File: src/rtl/alu_pkg.sv
// Shared ALU definitions: default operand/opcode widths and the defined opcode encodings.
// The ALU itself imports the same package, so opcode values live only here.
package alu_pkg;

  localparam int NB_DATA = 4;
  localparam int NB_OP   = 6;

  localparam logic [5:0] OP_ADD = 6'b100000;
  localparam logic [5:0] OP_SUB = 6'b100010;
  localparam logic [5:0] OP_AND = 6'b100100;
  localparam logic [5:0] OP_OR  = 6'b100101;
  localparam logic [5:0] OP_XOR = 6'b100110;
  localparam logic [5:0] OP_SRA = 6'b000011;
  localparam logic [5:0] OP_SRL = 6'b000010;
  localparam logic [5:0] OP_NOR = 6'b100111;

  localparam int NUM_OPS = 8;
  localparam logic [5:0] OP_LIST [NUM_OPS] = '{OP_ADD, OP_SUB, OP_AND, OP_OR,
                                               OP_XOR, OP_SRA, OP_SRL, OP_NOR};

endpackage

File: src/rtl/alu_input_loader_if.sv
// Board-side bundle of the ALU input loader: switch bus and buttons in, ALU operands and LED status out.
// master = board/stimulus side, slave = the loader.
interface alu_input_loader_if import alu_pkg::*; #(
  parameter int NB_DATA = alu_pkg::NB_DATA,
  parameter int NB_OP   = alu_pkg::NB_OP,
  parameter int NB_SW   = 8
);

  logic [NB_SW-1:0]   i_sw;
  logic               i_btn_a;
  logic               i_btn_b;
  logic               i_btn_op;
  logic [NB_DATA-1:0] o_datoA;
  logic [NB_DATA-1:0] o_datoB;
  logic [NB_OP-1:0]   o_operation;
  logic [2:0]         o_loaded;
  logic               o_ready;
  logic               o_valid;
  logic               o_op_err;

  modport master (
    output i_sw, i_btn_a, i_btn_b, i_btn_op,
    input  o_datoA, o_datoB, o_operation, o_loaded, o_ready, o_valid, o_op_err
  );

  modport slave (
    input  i_sw, i_btn_a, i_btn_b, i_btn_op,
    output o_datoA, o_datoB, o_operation, o_loaded, o_ready, o_valid, o_op_err
  );

endinterface

File: src/rtl/button_debouncer.sv
// Raw push-button to single-cycle press pulse: 2-FF sync, N-cycle debounce, registered rising-edge detect.
// A raw rise set up before edge k produces o_press in the cycle after edge k+N+2.
module button_debouncer #(
  parameter int N = 1000000
) (
  input  logic clk,
  input  logic i_rst_n,
  input  logic i_btn,
  output logic o_press
);

  localparam int CW = $clog2(N);

  logic          sync1;
  logic          s;
  logic          db;
  logic          db_d;
  logic [CW-1:0] cnt;

  always_ff @(posedge clk or negedge i_rst_n) begin
    if (!i_rst_n) begin
      sync1   <= 1'b0;
      s       <= 1'b0;
      db      <= 1'b0;
      db_d    <= 1'b0;
      cnt     <= '0;
      o_press <= 1'b0;
    end else begin
      sync1   <= i_btn;
      s       <= sync1;
      db_d    <= db;
      o_press <= db & ~db_d;
      // cnt holds the length of the current run of s disagreeing with the accepted level
      if (s == db) begin
        cnt <= '0;
      end else if (cnt == CW'(N - 1)) begin
        db  <= s;
        cnt <= '0;
      end else begin
        cnt <= cnt + 1'b1;
      end
    end
  end

endmodule

File: src/rtl/alu_input_loader.sv
// Latches the switch bus into ALU operand A/B and opcode registers on debounced button presses.
// Load lands N+3 edges after a raw press; o_valid follows one cycle later when all three are loaded.
module alu_input_loader #(
  parameter int NB_DATA         = alu_pkg::NB_DATA,
  parameter int NB_OP           = alu_pkg::NB_OP,
  parameter int NB_SW           = 8,
  parameter int DEBOUNCE_CYCLES = 1000000
) (
  input logic              clk,
  input logic              i_rst_n,
  alu_input_loader_if.slave bus
);

  import alu_pkg::*;

  logic [2:0]         press;
  logic [NB_DATA-1:0] dato_a;
  logic [NB_DATA-1:0] dato_b;
  logic [NB_OP-1:0]   operation;
  logic [2:0]         loaded;
  logic               valid;
  logic               op_err;
  logic               unused_sw;

  button_debouncer #(.N(DEBOUNCE_CYCLES)) u_db_a (
    .clk(clk), .i_rst_n(i_rst_n), .i_btn(bus.i_btn_a), .o_press(press[0])
  );

  button_debouncer #(.N(DEBOUNCE_CYCLES)) u_db_b (
    .clk(clk), .i_rst_n(i_rst_n), .i_btn(bus.i_btn_b), .o_press(press[1])
  );

  button_debouncer #(.N(DEBOUNCE_CYCLES)) u_db_op (
    .clk(clk), .i_rst_n(i_rst_n), .i_btn(bus.i_btn_op), .o_press(press[2])
  );

  always_ff @(posedge clk or negedge i_rst_n) begin
    if (!i_rst_n) begin
      dato_a    <= '0;
      dato_b    <= '0;
      operation <= '0;
      loaded    <= 3'b000;
      valid     <= 1'b0;
    end else begin
      if (press[0]) dato_a    <= bus.i_sw[NB_DATA-1:0];
      if (press[1]) dato_b    <= bus.i_sw[NB_DATA-1:0];
      if (press[2]) operation <= bus.i_sw[NB_OP-1:0];
      loaded <= loaded | press;
      // judged on the flags as they stand after this load, so the completing load counts
      valid  <= (|press) && ((loaded | press) == 3'b111);
    end
  end

  always_comb begin
    op_err = 1'b1;
    for (int i = 0; i < NUM_OPS; i++) begin
      if (operation == NB_OP'(OP_LIST[i])) op_err = 1'b0;
    end
  end

  // switch bits above the widest register are intentionally ignored
  assign unused_sw = ^bus.i_sw;

  assign bus.o_datoA     = dato_a;
  assign bus.o_datoB     = dato_b;
  assign bus.o_operation = operation;
  assign bus.o_loaded    = loaded;
  assign bus.o_ready     = &loaded;
  assign bus.o_valid     = valid;
  assign bus.o_op_err    = op_err;

endmodule

File: src/flat_wrapper.sv
// flat-port wrapper written by rule: the top's interface ports become plain ports
module alu_input_loader_flat import alu_pkg::*;
#(
  parameter int NB_DATA         = alu_pkg::NB_DATA,
  parameter int NB_OP           = alu_pkg::NB_OP,
  parameter int NB_SW           = 8,
  parameter int DEBOUNCE_CYCLES = 1000000
)
  (clk, i_rst_n, bus_i_sw, bus_i_btn_a, bus_i_btn_b, bus_i_btn_op, bus_o_datoA, bus_o_datoB, bus_o_operation, bus_o_loaded, bus_o_ready, bus_o_valid, bus_o_op_err);
  alu_input_loader_if #(.NB_DATA(NB_DATA), .NB_OP(NB_OP), .NB_SW(NB_SW)) bus_i ();
  input logic clk;
  input logic i_rst_n;
  input wire logic [$bits(bus_i.i_sw)-1:0] bus_i_sw;
  input wire logic [$bits(bus_i.i_btn_a)-1:0] bus_i_btn_a;
  input wire logic [$bits(bus_i.i_btn_b)-1:0] bus_i_btn_b;
  input wire logic [$bits(bus_i.i_btn_op)-1:0] bus_i_btn_op;
  output wire logic [$bits(bus_i.o_datoA)-1:0] bus_o_datoA;
  output wire logic [$bits(bus_i.o_datoB)-1:0] bus_o_datoB;
  output wire logic [$bits(bus_i.o_operation)-1:0] bus_o_operation;
  output wire logic [$bits(bus_i.o_loaded)-1:0] bus_o_loaded;
  output wire logic [$bits(bus_i.o_ready)-1:0] bus_o_ready;
  output wire logic [$bits(bus_i.o_valid)-1:0] bus_o_valid;
  output wire logic [$bits(bus_i.o_op_err)-1:0] bus_o_op_err;
  assign bus_i.i_sw = bus_i_sw;
  assign bus_i.i_btn_a = bus_i_btn_a;
  assign bus_i.i_btn_b = bus_i_btn_b;
  assign bus_i.i_btn_op = bus_i_btn_op;
  assign bus_o_datoA = bus_i.o_datoA;
  assign bus_o_datoB = bus_i.o_datoB;
  assign bus_o_operation = bus_i.o_operation;
  assign bus_o_loaded = bus_i.o_loaded;
  assign bus_o_ready = bus_i.o_ready;
  assign bus_o_valid = bus_i.o_valid;
  assign bus_o_op_err = bus_i.o_op_err;
  alu_input_loader #(.NB_DATA(NB_DATA), .NB_OP(NB_OP), .NB_SW(NB_SW), .DEBOUNCE_CYCLES(DEBOUNCE_CYCLES)) u_core (.clk(clk), .i_rst_n(i_rst_n), .bus(bus_i));
endmodule
File: config.mk
export PLATFORM = sky130hd
export DESIGN_NAME = alu_input_loader_flat
export DESIGN_NICKNAME = d
export VERILOG_FILES = /design/src/rtl/alu_pkg.sv /design/src/rtl/alu_input_loader_if.sv /design/src/rtl/button_debouncer.sv /design/src/rtl/alu_input_loader.sv /design/src/flat_wrapper.sv
export SDC_FILE = /design/constraint.sdc
export NUM_CORES = 1
export LEC_CHECK = 0
export ABC_AREA = 1
export CAP_MARGIN = 20
export CORE_MARGIN = 1.5
export CORE_UTILIZATION = 25
export DETAILED_ROUTE_END_ITERATION = 12
export GPL_ROUTABILITY_DRIVEN = 0
export SLEW_MARGIN = 10
export SYNTH_ARGS = -nofsm -noshare
export SYNTH_HDL_FRONTEND = slang
export SYNTH_SLANG_ARGS = --single-unit
File: constraint.sdc
create_clock -name clk -period 2 [get_ports clk]
set_input_delay 0.4 -clock clk [delete_from_list [all_inputs] [get_ports clk]]
set_output_delay 0.4 -clock clk [all_outputs]
set_load 0.02 [all_outputs]
Yosys cells after proc, flatten, opt, wreduce, memory -nomap -nowiden
Index checks and enable logic that the tools add are counted.
Widths: inputs -> output; s select.
Operators by class
  add/sub/neg operators: 3
  bitwise logic cells: 10
  equality and inequality tests: 15
  reduce and logical (&&, ||, !) cells: 6
  multiplexer cells: 14
Operator list (count)
  $mux 20: 6
  $add 20x1->20 const B: 3
  $eq 20x20->1 const B: 3
  $eq 6x6->1 const B: 6
  $eq 6x2->1 const B: 2
  $mux 1: 8
  $not 1->1: 6
  $reduce_and 2->1: 3
  $and 1x1->1: 3
  $eq 1x1->1: 3
  $eq 3x3->1 const B: 1
  $or 3x3->3: 1
  $reduce_and 3->1: 1
  $reduce_or 3->1: 1
  $logic_and 1x1->1: 1
Word-level totals
  logic and storage cells: 71
  output and inout bits: 20
  input bits: 13
  bits in registers: 93

Longest topological paths before layout
Gate-level depths: netlist of the first run.
  depth after elaboration: 9
  depth in mapped cells: 9
  gate-level depth less buffers: 9

Hierarchy
From an unflattened synthesis of the first run, not the netlist that was laid out.
Second synthesis, totals
  cells, all modules: 570
  area, all modules: 4672.0 um^2
By module, submodules not included
  button_debouncer: area an instance 1318.8 um^2, instances 3, seq. area each 625.6 um^2, cells an instance 164
  alu_input_loader: area an instance 715.7 um^2, instances 1, seq. area each 450.4 um^2, cells an instance 78

Worst setup path after synthesis of the first run
Ideal clock, no wire load.
  kind: register -> output
  start: reg u_core.loaded[1] (netlist: u_core.bus.o_loaded[1])
  end: out bus_o_ready
  path buffers: 0
  arrival time: 1.020 ns
  setup slack: 0.580 ns
  stages on the path, launching flop included: 3
  required time: 1.600 ns
  path through: dfrtp_1 inv_1 nor3_1
On the way
  word-level cells in the longest chain between the ends: 1
Ends and longest elaborated chain
  start, declared: line alu_input_loader.sv:20  | logic [2:0] loaded;
  start signal, assigned: line alu_input_loader.sv:48  | loaded <= loaded | press;
  $reduce_and 3->1: line alu_input_loader.sv:68  | assign bus.o_ready = &loaded;
  end, declared: line flat_wrapper.sv:21  | output wire logic [$bits(bus_i.o_ready)-1:0] bus_o_ready;
Every way passes these cells.

Final worst setup path of the first run
  start: reg u_core.dato_b[0] (netlist: u_core.bus.o_datoB[0])
  end: out bus_o_datoB[0]
RTL lines
  start, declared: line alu_input_loader.sv:18  | logic [NB_DATA-1:0] dato_b;
  start signal, assigned: line alu_input_loader.sv:46  | if (press[1]) dato_b <= bus.i_sw[NB_DATA-1:0];
  end, declared: line flat_wrapper.sv:18  | output wire logic [$bits(bus_i.o_datoB)-1:0] bus_o_datoB;
No word-level cell between the ends.

==> impl_metrics.ini, run 1 <==
[cells_and_area]
nets = 592
final_layout_size_suffix_gt1_share_pct = 11.2
multi_input_area_um2 = 1950
seqCellArea_um2 = 2330
areaGrowthSynthToFinish_pct = 20.2
n_antenna_cell = 0
fillers = 1810

[setup_path]
cp-start-kind = flop
crit_family = buffers and inverters
crit_fanout = 2
critPathBufInv = 1
r2r_cells = 8
cp_data_required_time_ps = 1600
crit_cells = 1
path_class = flop to output port
cp-end-kind = output port
path_cells = clkdlybuf4s50_1
critPathMaxStageDelay_ps = 620
critical_path.slowest_cell = clkdlybuf4s50_1
worstPathArrival_ps = 1360

[cts]
root_buffer = clkbuf_16
cts_made_buffers = 9
cts_tree = yes
clkTransAtPathRegs_ps = 60
cts_sinks = 93
htreeDepth = 3
postCtsSetupBuffers = 0
clk_path_buf_depth = 2
clk_latency_ps = 340

[synth]
synth_common_cells = nand2_1, nor2_1, dfrtp_1, inv_1, nand3_1
yosys_most_used_dff = dfrtp_1
synth_edf_count = 0
yosys_register_bits = 93
yosys.area.top_type = dfrtp_1
synth_most_common_cell = nand2_1
yosysWarnings = 0
synth.avg_cell_area_um2 = 8.47
synth_cell_types = 31
syn_nets = 548
syn_area_um2 = 4500
synthTopCellsByArea = dfrtp_1, nand2_1, nor2_1, xor2_1, inv_1
async_flop_share_pct = 100
ys_seq_area_share_pct = 51.7
netlist_instances = 532
synth_top_area_share_pct = 51.7

[timing]
hold_viol = 0
rsz0062_at_grt = false
setup-tns-final_ps = 0
skew_ps = 7.77
min_period_over_period_pct = 88.0
clock.fmax_ghz = 0.568
worst_pin_slew_ps = 409
relSlewSlack_pct = 72.7
hold_slack_ps = 348
period_minus_slack_ps = 1760
slew_viol_final = 0
setup_viol = 0

[global_route]
grt_overflow = 0
grt_first_pass_wirelength_um = 15000
grtUsageTotal_pct = 9.96
antenna_found_initial = 0
grt_max_degree = 33
grt_pass1_vias = 3268

[power_and_ir_drop]
power_density_nw_per_um2 = 685
power.leakage_nw = 2.34
peakVddDrop_mv = 0.506

[route]
drt-initial-drc-count = 172
wl_per_cell_um = 10.7
viasPerCell = 4.12
dr.pass1.iters = 4
drc = 0
drtAntennaViolNets = 0
wl_um = 8640
via_count = 3318

[place]
port_buffers = 30
post-dp-hpwl_um = 6360

[floorplanning]
core_area_um2 = 17500
start_util_pct = 25.8
num_rows = 48
fp.dieW_um = 137
die_area_um2 = 18800
fp.dieH_um = 137
io_pins = 33

[run]
drv_cap = 0

[min_path]
hold_path_class = flop to flop
holdPathStages = 0

[status]
status = complete, no violations
-- cells by family (layout without fill, tap and decap cells) --
| family | after synthesis | after routing | share of synthesized area, % |
|---|---|---|---|
| DFF | 93 | 93 | 51.7 |
| and+or+nand+nor | 322 | 322 | 33.4 |
| AOI/OAI and AO/OA | 20 | 20 | 2.33 |
| buffers and inverters | 61 | 110 | 5.14 |
| xor gates and xnor gates | 33 | 33 | 6.58 |
| adders and majority gates | 3 | 3 | 0.833 |
-- state kept, by name (all words and copies together), names as in the netlist, 3 cells and up --
register	flops
u_core.bus.o_operation	6
u_core.bus.o_datoA	4
u_core.u_db_a.cnt	20
u_core.u_db_op.cnt	20
u_core.bus.o_loaded	3
u_core.bus.o_datoB	4
u_core.u_db_b.cnt	20
-- layer usage --
metal | vias to the layer above | track usage [%] | routed length (µm) | part of all wire [%]
met3 | 8 | 2.65 | 344 | 4.0
met4 | 0 | 2.51 | 89 | 1.0
met2 | 53 | 16.2 | 3890 | 45
met1 | 1515 | 13.2 | 4310 | 50
li1 | 1742 | - | - | -
met5 | - | 0 | 0 | 0
-- final cells by class --
class | count | share of cell area (%)
clock buffers | 10 | 4.23
clock inverters | 6 | 1.13
inverters | 60 | 4.20
multi-input cells | 378 | 35.9
flip-flops and latches | 93 | 43.0
well taps | 225 | 5.20
repair buffers | 34 | 6.35
-- power breakdown --
part           internal (mW)  total (mW)  switching, mW
registers               1.90        1.91         0.0135
logic                 0.0445       0.129         0.0844
clock network          0.966        1.66          0.698
total                   2.91        3.71          0.796
-- per-stage QoR --
stage	worst slack, ps	area (µm²)	std cells	util, %	total power, mW
after floorplan	580	4500	532	-	2.00
after global placement	358	5110	789	29.3	2.08
after detailed placement	374	5110	789	29.3	2.08
after CTS	45.8	5410	806	31.0	3.77
after global routing	199	5420	806	31.0	3.86
final	240	5420	806	31.0	3.71
-- worst paths after layout --
check | start | to | slack, ps
worst max-delay path | u_core.bus.o_datoB[0] | bus_o_datoB[0] | 240
worst min-delay path | u_core.u_db_a.sync1 | u_core.u_db_a.s | 350
worst max register to register | u_core.u_db_a.cnt[0] | u_core.u_db_a.cnt[14] | 440
worst min register to register | u_core.u_db_a.sync1 | u_core.u_db_a.s | 350
max in group asynchronous | i_rst_n | u_core.u_db_op.cnt[17] | 840
min in group asynchronous | i_rst_n | u_core.u_db_a.cnt[9] | 480
-- layout by cell type, fill, tap and decap left out, types with 7 or more instances in the layout --
master	n
a21oi_1	9
clkbuf_16	9
clkdlybuf4s50_1	27
dfrtp_1	93
inv_1	53
nand2_1	120
nand3_1	35
nand4_1	9
nor2_1	108
nor2_2	13
o21ai_0	7
xor2_1	27
-- timing repair --
| item | CTS | global route |
|---|---|---|
| endpoints found under the hold margin | 19 | 0 |
| resized for setup | 1 | 1 |
| endpoints found under the setup margin | 1 | 1 |
| hold buffers | 1 | 0 |
(Power assumes the default switching activity.)
==> run 2, diff against run 1 <==
--- a/config.mk
+++ b/config.mk
@@ -7,6 +7,7 @@
 export LEC_CHECK = 0
 export ABC_AREA = 1
 export CAP_MARGIN = 20
+export CORE_ASPECT_RATIO = 1.4
 export CORE_MARGIN = 1.5
 export CORE_UTILIZATION = 25
 export DETAILED_ROUTE_END_ITERATION = 12
==> run 2 against run 1 <==
Effect of this change: first-iteration DRC count increased by 7.6%; design area increased by 0.46%; total power increased by 0.17%; flip-flop and latch count unchanged; highest routed layer unchanged; worst setup slack improved by 6.9 ps; clock skew increased by 0.87 ps; global-route usage increased by 0.66 points; sequential share of layout area decreased by 0.20 points; register-to-register slack improved by 40 ps; combinational power about the same; critical endpoint is now bus_o_operation[5].
==> impl_metrics.ini, run 2 (same netlist as run 1, synthesis figures left out) <==
[setup_path]
critical_path.slowest_cell = clkdlybuf4s50_1
critPathBufInv = 1
cp-startpoint = u_core.bus.o_operation[5]
crit_fanout = 3
cp-start-kind = flop
rr_startpoint = u_core.u_db_b.cnt[0]
crit_family = buffers and inverters
path_class = flop to output port
r2r_cells = 8
reg2reg_to = u_core.u_db_b.cnt[19]
cp_data_required_time_ps = 1600
rrSetupSlack_ps = 480
cp-end-kind = output port
path_cells = clkdlybuf4s50_1
crit_cells = 1
critPathMaxStageDelay_ps = 630
worstPathArrival_ps = 1350
crit_end = bus_o_operation[5]

[route]
drc = 0
drt-initial-drc-count = 185
viasPerCell = 4.13
wl_per_cell_um = 10.8
dr.pass1.iters = 4
wl_um = 8850
drtAntennaViolNets = 0
via_count = 3378

[global_route]
met2_usage_pct = 18.7
grt_pass1_vias = 3503
grt_first_pass_wirelength_um = 16000
busiest_layer = met2
antenna_found_initial = 0
grtUsageTotal_pct = 10.6
grt_overflow = 0
grt_max_degree = 36
use_met3_pct = 1.79
use_met1_pct = 12.7

[timing]
period_minus_slack_ps = 1750
slew_viol_final = 0
setup_viol = 0
clock.fmax_ghz = 0.570
worst_pin_slew_ps = 476
relSlewSlack_pct = 68.3
setup_slack_ps = 246
skew_ps = 8.65
min_period_over_period_pct = 87.7
hold_viol = 0
rsz0062_at_grt = false
setup-tns-final_ps = 0

[cts]
cts_resized = 1
clkTransAtPathRegs_ps = 70
cts.hold.buffers_added = 0
htreeDepth = 3
root_buffer = clkbuf_16
cts_made_buffers = 9
clk_path_buf_depth = 2
postCtsSetupBuffers = 0
clk_latency_ps = 340
cts_tree = yes
cts_sinks = 93

[floorplanning]
start_util_pct = 25.8
fp.dieH_um = 162
io_pins = 33
fp.dieW_um = 116
core_area_um2 = 17500
num_rows = 57
die_area_um2 = 18800

[cells_and_area]
nets = 592
reg_top3 = u_core.u_db_a.cnt: 20 flops, u_core.u_db_b.cnt: 20 flops, u_core.u_db_op.cnt: 20 flops
seqCellArea_um2 = 2330
layout_common_cells = nand2_1, nor2_1, dfrtp_1
areaGrowthSynthToFinish_pct = 20.8
multi_input_area_um2 = 1950
fillers = 1829
final_common_cell = nand2_1
final_layout_size_suffix_gt1_share_pct = 11.5
n_antenna_cell = 0

[status]
status = complete, no violations

[power_and_ir_drop]
peakVddDrop_mv = 0.373
power.leakage_nw = 2.36
power_density_nw_per_um2 = 683

[min_path]
hold_path_class = input pin to async pin

[place]
pre_cts_ws_ps = 393
port_buffers = 30
post-dp-hpwl_um = 6660

[run]
drv_cap = 0
==> run 2: cell types whose count changed in the layout (fill, tap and decap cells not counted) <==
cell,change
clkbuf_1,-1
dlygate4sd3_1,-1
inv_8,+2
bufinv_16,-1
clkbuf_8,+1
inv_6,+1
buf_12,+1
clkinv_2,-2
==> run 2: per-layer routing <==
layer  routed length (µm)  vias up
li1                     -     1738
met1                 3870     1598
met2                 4630       32
met3                  168       10
met4                  176        0
met5                    0        -
==> run 2: how the worst min path moves through the flow <==
stage,startpoint,to,slack (ps),cells past startpoint
after detailed placement,u_core.u_db_a.sync1,u_core.u_db_a.s,340,0
after floorplan,i_rst_n,u_core.bus.o_datoA[0],100,0
after global placement,u_core.u_db_a.sync1,u_core.u_db_a.s,330,0
after CTS,i_rst_n,u_core.bus.o_datoB[2],20,1
after global routing,i_rst_n,u_core.bus.o_datoB[2],40,1
final,i_rst_n,u_core.bus.o_datoB[2],10,1
==> run 2: where the power goes <==
part / internal [mW] / total (mW) / switching (mW)
clock: 0.901 / 1.67 / 0.767
sequential: 1.90 / 1.91 / 0.0136
combinational: 0.0472 / 0.132 / 0.0848
==> run 2: metrics by stage <==
step	total power [mW]	utilization (%)	hold WS [ps]	cell area [µm²]	std cells
floorplan	2.00	-	104	4500	532
global placement	2.09	29.5	332	5150	801
detailed placement	2.09	29.5	342	5150	801
CTS	3.78	31.1	23.8	5440	817
global route	3.87	31.1	42.6	5440	817
finish	3.71	31.1	10.1	5440	817
==> run 2: worst reg2reg max path, stage by stage (launching register included) <==
cell and delay (ps):
dfrtp_1 370, ha_1 210, nand2_2 110, nor3_2 230
nand3_2 170, nand2_4 160, inv_4 70, nand2_1 60
nor2_1 40
==> run 2: area by class of cell <==
type | instances | share of cell area (%)
Sequential cell | 93 | 42.8
Multi-Input combinational cell | 378 | 35.8
Tap cell | 236 | 5.43
Inverter | 60 | 4.18
Clock inverter | 6 | 0.966
Timing Repair Buffer | 34 | 6.51
Clock buffer | 10 | 4.39
==> run 3, diff against run 2 <==
==> constraint.sdc (replaced) <==
create_clock -name clk -period 1.8 [get_ports clk]
set_input_delay 0.36 -clock clk [delete_from_list [all_inputs] [get_ports clk]]
set_output_delay 0.36 -clock clk [all_outputs]
set_load 0.02 [all_outputs]
==> run 3 against run 2 <==
Effect of this change: sequential power is 12% higher; flip-flop and latch count stayed put; clock-buffer cell count stayed put; sequential share of layout area hardly changed; non-clock buffer count is 1 lower; critical endpoint unchanged; largest power group unchanged.
==> impl_metrics.ini, run 3 (same netlist as run 1, synthesis figures left out) <==
[route]
viasPerCell = 4.13
via_count = 3374
drc = 0
drt-initial-drc-count = 146
drtAntennaViolNets = 0
wl_per_cell_um = 10.7
wl_um = 8760
dr.pass1.iters = 4

[cells_and_area]
layout_common_cells = nand2_1, nor2_1, dfrtp_1
nets = 591
seqCellArea_um2 = 2330
n_antenna_cell = 0
reg_top3 = u_core.u_db_a.cnt: 20 flops, u_core.u_db_b.cnt: 20 flops, u_core.u_db_op.cnt: 20 flops
final_common_cell = nand2_1
multi_input_area_um2 = 1950
areaGrowthSynthToFinish_pct = 20.9
final_layout_size_suffix_gt1_share_pct = 11.0
fillers = 1839

[global_route]
grtUsageTotal_pct = 10.2
grt_first_pass_wirelength_um = 15400
grt_max_degree = 49
grt_pass1_vias = 3342
antenna_found_initial = 0
grt_overflow = 0

[timing]
skew_ps = 9.56
clock.fmax_ghz = 0.582
relSlewSlack_pct = 73.7
min_period_over_period_pct = 95.5
hold_slack_ps = 348
rsz0062_at_grt = false
setup-tns-final_ps = 0
setup_viol = 0
slew_viol_final = 0
period_minus_slack_ps = 1720
hold_viol = 0
worst_pin_slew_ps = 394
setup_slack_ps = 80.4

[run]
drv_cap = 0

[setup_path]
critical_path.slowest_cell = clkdlybuf4s50_1
cp_data_required_time_ps = 1440
cp-start-kind = flop
crit_end = bus_o_operation[5]
worstPathArrival_ps = 1360
crit_fanout = 3
crit_cells = 1
reg2reg_to = u_core.u_db_a.cnt[17]
cp-startpoint = u_core.bus.o_operation[5]
path_cells = clkdlybuf4s50_1
critPathMaxStageDelay_ps = 630
crit_family = buffers and inverters
rrSetupSlack_ps = 260
rr_startpoint = u_core.u_db_a.cnt[0]
cp-end-kind = output port
critPathBufInv = 1
path_class = flop to output port
r2r_cells = 8

[floorplanning]
num_rows = 57
core_area_um2 = 17500
start_util_pct = 25.8
die_area_um2 = 18800
fp.dieW_um = 116
io_pins = 33
fp.dieH_um = 162

[cts]
cts_tree = yes
clkTransAtPathRegs_ps = 70
clk_path_buf_depth = 2
root_buffer = clkbuf_16
cts_made_buffers = 9
clk_latency_ps = 350
htreeDepth = 3
postCtsSetupBuffers = 0
cts_sinks = 93

[power_and_ir_drop]
fin_total_pwr_mw = 4.23
peakVddDrop_mv = 0.457
power.leakage_nw = 2.35
power_density_nw_per_um2 = 777

[min_path]
hp-start = u_core.u_db_b.sync1
hold_path_class = flop to flop

[place]
port_buffers = 30
post-dp-hpwl_um = 6500
pre_cts_ws_ps = 231

[status]
status = complete, no violations
## run 3: how the worst min path moves through the flow
| stage | end | cells after the start |
|---|---|---|
| floorplan | u_core.bus.o_datoA[0] | 0 |
| global placement | u_core.bus.o_datoB[1] | 1 |
| detailed placement | u_core.bus.o_datoB[1] | 1 |
| CTS | u_core.u_db_b.s | 0 |
| global route | u_core.u_db_b.s | 0 |
| finish | u_core.u_db_b.s | 0 |
## run 3: layer usage
layer	up-vias	wire length (µm)	global-route usage [%]
met3	18	144	1.49
met2	38	4610	18.0
met5	-	0	0
met1	1571	3760	11.8
li1	1747	-	-
met4	0	242	5.38
## run 3: cell type report
cell class / instances / share of cell area, %
Clock buffer: 10 / 4.20
Clock inverter: 6 / 1.40
Timing Repair Buffer: 33 / 6.34
Multi-Input combinational cell: 378 / 35.7
Tap cell: 236 / 5.42
Inverter: 60 / 4.18
Sequential cell: 93 / 42.7
## run 3: repair_timing
action / 4_1_cts / 5_1_grt
gates resized for setup: 2 / 0
hold buffers: 1 / 0
setup endpoints to repair: 2 / 0
hold endpoints to repair: 13 / 0
## run 3: stage by stage
step / cell area (µm²) / instances / util [%]
after CTS: 5450 / 816 / 31.2
after detailed placement: 5130 / 799 / 29.4
after floorplan: 4500 / 532 / -
after global placement: 5130 / 799 / 29.4
final: 5450 / 816 / 31.2
after global routing: 5450 / 816 / 31.2
## run 3: report_power, final
group	total [mW]	switching (mW)	internal, mW	leakage (nW)
Sequential	2.13	0.0153	2.11	1.20
Combinational	0.145	0.0941	0.0511	0.995
Clock	1.96	0.854	1.11	0.150
Total	4.23	0.963	3.27	2.35
